## config.mk

```make
export PLATFORM = sky130hd
export DESIGN_NAME = kbd_arrow_decoder
export DESIGN_NICKNAME = d
export VERILOG_FILES = /design/src/rtl/kbd_arrow_decoder.sv
export SDC_FILE = /design/constraint.sdc
export NUM_CORES = 1
export LEC_CHECK = 0
export CAP_MARGIN = 15
export CELL_PAD_IN_SITES_DETAIL_PLACEMENT = 1
export CELL_PAD_IN_SITES_GLOBAL_PLACEMENT = 1
export CORE_ASPECT_RATIO = 1.2
export CORE_MARGIN = 10
export CORE_UTILIZATION = 42
export CTS_BUF_LIST = sky130_fd_sc_hd__clkbuf_8
export DETAILED_ROUTE_END_ITERATION = 8
export PLACE_DENSITY_LB_ADDON = 0.05
export SLEW_MARGIN = 20
export SYNTH_ARGS = -nofsm -noshare
export SYNTH_HDL_FRONTEND = slang
export SYNTH_SLANG_ARGS = --single-unit
```

## constraint.sdc

```tcl
create_clock -name clk -period 2.51 [get_ports clk]
set_input_delay 0.753 -clock clk [delete_from_list [all_inputs] [get_ports clk]]
set_output_delay 0.753 -clock clk [all_outputs]
set_load 0.05 [all_outputs]
```

## src/rtl/kbd_arrow_decoder.sv

```systemverilog
// kbd_arrow_decoder: PS/2 set-2 decoder tracking the four arrows, space and enter as held levels.
// Optional macro KBD_ONE_HOT_EN: only the most recently made arrow is driven on the arrow outputs.
module kbd_arrow_decoder #(
   parameter int TIMEOUT_CYCLES = 50000
) (
   input  logic       clk,
   input  logic       resetN,
   input  logic       din_new,
   input  logic [7:0] din,
   output logic       leftArrowPressed,
   output logic       rightArrowPressed,
   output logic       downArrowPressed,
   output logic       upArrowPressed,
   output logic       spacePressed,
   output logic       enterPressed,
   output logic       keyStrobe
);
   localparam logic [1:0] S_IDLE    = 2'd0;
   localparam logic [1:0] S_EXT     = 2'd1;
   localparam logic [1:0] S_BRK     = 2'd2;
   localparam logic [1:0] S_EXT_BRK = 2'd3;
   localparam int CW = $clog2(TIMEOUT_CYCLES + 1);
   localparam logic [CW-1:0] TMAX = CW'(TIMEOUT_CYCLES - 1);

   logic [1:0]    r_state, w_state_nxt;
   logic [CW-1:0] r_cnt;
   logic [5:0]    r_held, w_key, w_held_nxt;
   logic          r_strobe, w_ext, w_brk, w_final, w_hit;

   // held bit order: 0 left, 1 right, 2 down, 3 up, 4 space, 5 enter
   assign w_ext      = r_state == S_EXT || r_state == S_EXT_BRK;
   assign w_brk      = r_state == S_BRK || r_state == S_EXT_BRK;
   assign w_final    = din_new && !(r_state == S_IDLE && (din == 8'hE0 || din == 8'hF0))
                               && !(r_state == S_EXT && din == 8'hF0);
   assign w_key      = w_ext ? {2'b00, din == 8'h75, din == 8'h72, din == 8'h74, din == 8'h6B}
                             : {din == 8'h5A, din == 8'h29, 4'b0000};
   assign w_hit      = w_final && |w_key;
   assign w_held_nxt = !w_hit ? r_held : w_brk ? r_held & ~w_key : r_held | w_key;

   // prefix bytes advance the FSM, any other byte finishes the sequence; a stale prefix times out to IDLE
   always_comb begin
      w_state_nxt = r_state;
      if (din_new)
         w_state_nxt = r_state == S_IDLE ? (din == 8'hE0 ? S_EXT : din == 8'hF0 ? S_BRK : S_IDLE)
                     : (r_state == S_EXT && din == 8'hF0) ? S_EXT_BRK : S_IDLE;
      else if (r_state != S_IDLE && r_cnt == TMAX)
         w_state_nxt = S_IDLE;
   end

   // FSM state, timeout counter, held-key levels and the make/break strobe
   always_ff @(posedge clk) begin
      if (resetN) begin
         r_state  <= S_IDLE;
         r_cnt    <= '0;
         r_held   <= '0;
         r_strobe <= 1'b0;
      end else begin
         r_state  <= w_state_nxt;
         r_cnt    <= (din_new || r_state == S_IDLE || r_cnt == TMAX) ? '0 : r_cnt + 1'b1;
         r_held   <= w_held_nxt;
         r_strobe <= w_hit;
      end
   end

`ifdef KBD_ONE_HOT_EN
   logic [3:0] r_drv, w_fall;

   // fallback when the driven arrow is released: up > down > left > right
   assign w_fall = w_held_nxt[3] ? 4'b1000 : w_held_nxt[2] ? 4'b0100 :
                   w_held_nxt[0] ? 4'b0001 : w_held_nxt[1] ? 4'b0010 : 4'b0000;

   // newest arrow make takes the output; releasing a non-driven arrow leaves it alone
   always_ff @(posedge clk) begin
      if (resetN)
         r_drv <= '0;
      else if (w_hit && |w_key[3:0])
         r_drv <= !w_brk ? w_key[3:0] : |(r_drv & w_key[3:0]) ? w_fall : r_drv;
   end

   assign {upArrowPressed, downArrowPressed, rightArrowPressed, leftArrowPressed} = r_drv;
`else
   assign {upArrowPressed, downArrowPressed, rightArrowPressed, leftArrowPressed} = r_held[3:0];
`endif

   assign spacePressed = r_held[4];
   assign enterPressed = r_held[5];
   assign keyStrobe    = r_strobe;
endmodule

```

==> impl_results.md <==
* Worst Skew at approximately 1.4 ps
* Post-route setup TNS at 0 ps
* Synthesized cell area at 0.00125 mm2
* GRT overflow at 0
* WP depth at 1
* Post-Syn Instances at 137
* Area delta synth->final at 19.0%
* Setup slack at placement at between 100 and 150 ps
* Post-CTS Setup Inserts at 0
* First-pass GRT wire length at 5240 um
* Die width at ~70 um
* Slew headroom at 0.562
* Tightest Pin Transition at 658 ps
* Max-slew violations at 0
* Most frequent cells in the layout: nor2_1, dfxtp_1, clkdlybuf4s50_1
* Max-cap violations at 0
* Main synth FF type: dfxtp_1
* 1st-pass router iterations at 3
* Yosys cell types at 34
* PnR worst setup slack at 331 ps
* CTS tree: built
* Final core utilization at 0.524
* Met2 WL at 1520 um
* IO Pins at 18
* Startpoint Class: register
* All-Layer GR Usage at 0.112
* Die H at 79.8 um
* WL met1 at approximately 1200 um
* RSZ-0062 raised after global routing: no
* Top layer in use: met4
* Worst Setup Path Type: reg2out
* Clock latency on the worst-skew pair at ~270 ps
* ANT cells at 0
* Syn avg cell area at 9.12 um2
* # DRC at 0
* Worst Hold Depth at 1
* CP top delay family: buffers and inverters
* Initial antenna violation count at 0
* ANT nets after route at 0
* DR vias/cell at 5.41
* Power Density at approximately 450 mW/mm2
* Initial Util at 0.440
* Worst path cell trace: clkdlybuf4s50_1
* Final hold vios at 0
* Final worst path period share at 0.868
* Maximum number of pins on one net before global-route repair at 17
* Commonest non-fill, non-tap cell in the layout: nor2_1
* Worst ir drop on vdd at between 0.0002 and 0.0003 V
* Crit path largest cell delay at 810 ps
* Max clock buf depth at 2
* Drt wl/cell at roughly 15 um
* CP max FO at 2
* RD Place Congestion at 0.786
* Final Instance Area at approximately 0.0015 mm2
* F_max at 459 MHz
* Drt initial violations at 23
* Asr flop ratio synth at 0
* Outcome: complete, no violations
* Final Setup Violations at 0
* Reg2Reg Depth at 4
* Die area at 0.00557 mm2
* Worst Path Buf+Inv at 1
* Worst setup EP type: output pin
* Total wire length at around 3000 um
* Register area share after synthesis at 0.400
* Share of layout cells above drive strength 1 at 0.0563
* Port buffer count at 17
* Vias in the first global route at 1099
* CTS Hold Bufs at 0
* Min-Delay Path Class: reg2reg
* Total power at 0.675 mW
* Layout Nets at 173
* Num rows at 21
* CP Data Arrival Time at 1430 ps
* Post-detail-place hpwl at 2310 um
* CTS sink cnt at 25
* Post-synth EDFFs at 0
* Synth warnings at 0
* Synth Register Bits at 25
* Worst path required time at 1760 ps
* Resize count post-CTS at 0
* Clock slew at reported path FFs at roughly 80 ps
* Met3 WL at 135 um
* CTS Root Buffer Type: clkbuf_8
* Mapped Nets at 149
* Slowest cell on the critical path: clkdlybuf4s50_1
* CTS Buf Count at 3
* Area of the core at between 0.002 and 0.003 mm2
* Htree depth at 1
* Final min period at around 2200 ps
* Dpl cell area at 0.00144 mm2
* DR vias at 1049
* LEAKAGE at 0.516 nW
## cells in the mapped netlist, types with 2 or more instances
cell      count  area, um2
dfxtp_1      25        500
inv_1         6       22.5
mux2i_1       6       60.1
nand2_1       6       22.5
nand2b_1      2       12.5
nand3_1       5       25.0
nand4_1       9       56.3
nand4b_1      2       17.5
nor2_1       27        101
nor2b_1       3       18.8
nor3_1        3       15.0
nor4_1        5       31.3
nor4b_1       2       17.5
nor4bb_1      3       30.0
o21ai_0       2       10.0
xnor2_1      13        114
## metrics by stage
stage	std cells	hold WS [ps]
2_1_floorplan	137	430
3_3_place_gp	190	448
3_5_place_dp	190	457
4_1_cts	194	478
5_1_grt	194	517
6_report	194	471
## worst paths after layout
kind,endpoint,start,slack [ps]
worst max-delay path,spacePressed,register,330
worst min-delay path,r_cnt[0]$_SDFF_PP0_,r_cnt[0]$_SDFF_PP0_,470
worst max register to register,r_cnt[11]$_SDFF_PP0_,r_cnt[11]$_SDFF_PP0_,600
worst min register to register,r_cnt[0]$_SDFF_PP0_,r_cnt[0]$_SDFF_PP0_,470
## area by class of cell
type	instances	area, um2
fill	358	1350
multi-input combinational	103	669
sequential	25	500
timing repair buffer	22	208
tap	34	42.5
clock buffer	3	41.3
inverter	6	22.5
clock inverter	1	3.75
## routing by layer
layer	track usage	vias up
li1	-	532
met1	0.119	495
met2	0.203	17
met3	0.0249	5
met4	0.0593	0
met5	0	-
## worst register-to-register path: stages, from the launching register on
cell,delay (ps)
dfxtp_1,360
or4_1,530
o41a_1,480
o21ai_2,290
nor2_1,120
## where the power goes
part / internal, mW / leakage (nW) / switching [mW]
Sequential: 0.396 / 0.201 / 0.000133
Clock: 0.110 / 0.0269 / 0.122
Combinational: 0.0253 / 0.288 / 0.0219
## logic make-up (layout without fill, tap and decap cells)
kind of cell	count (synthesis)	in the layout	synth area share
xor+xnor	14	14	0.0981
buf+inv	9	32	0.0641
compound gates	8	8	0.0511
mux	6	6	0.0480
simple gates	74	74	0.328
fa+ha+maj	1	1	0.0100
flops	25	25	0.400
Note: power is estimated with default switching activity, not from simulation.
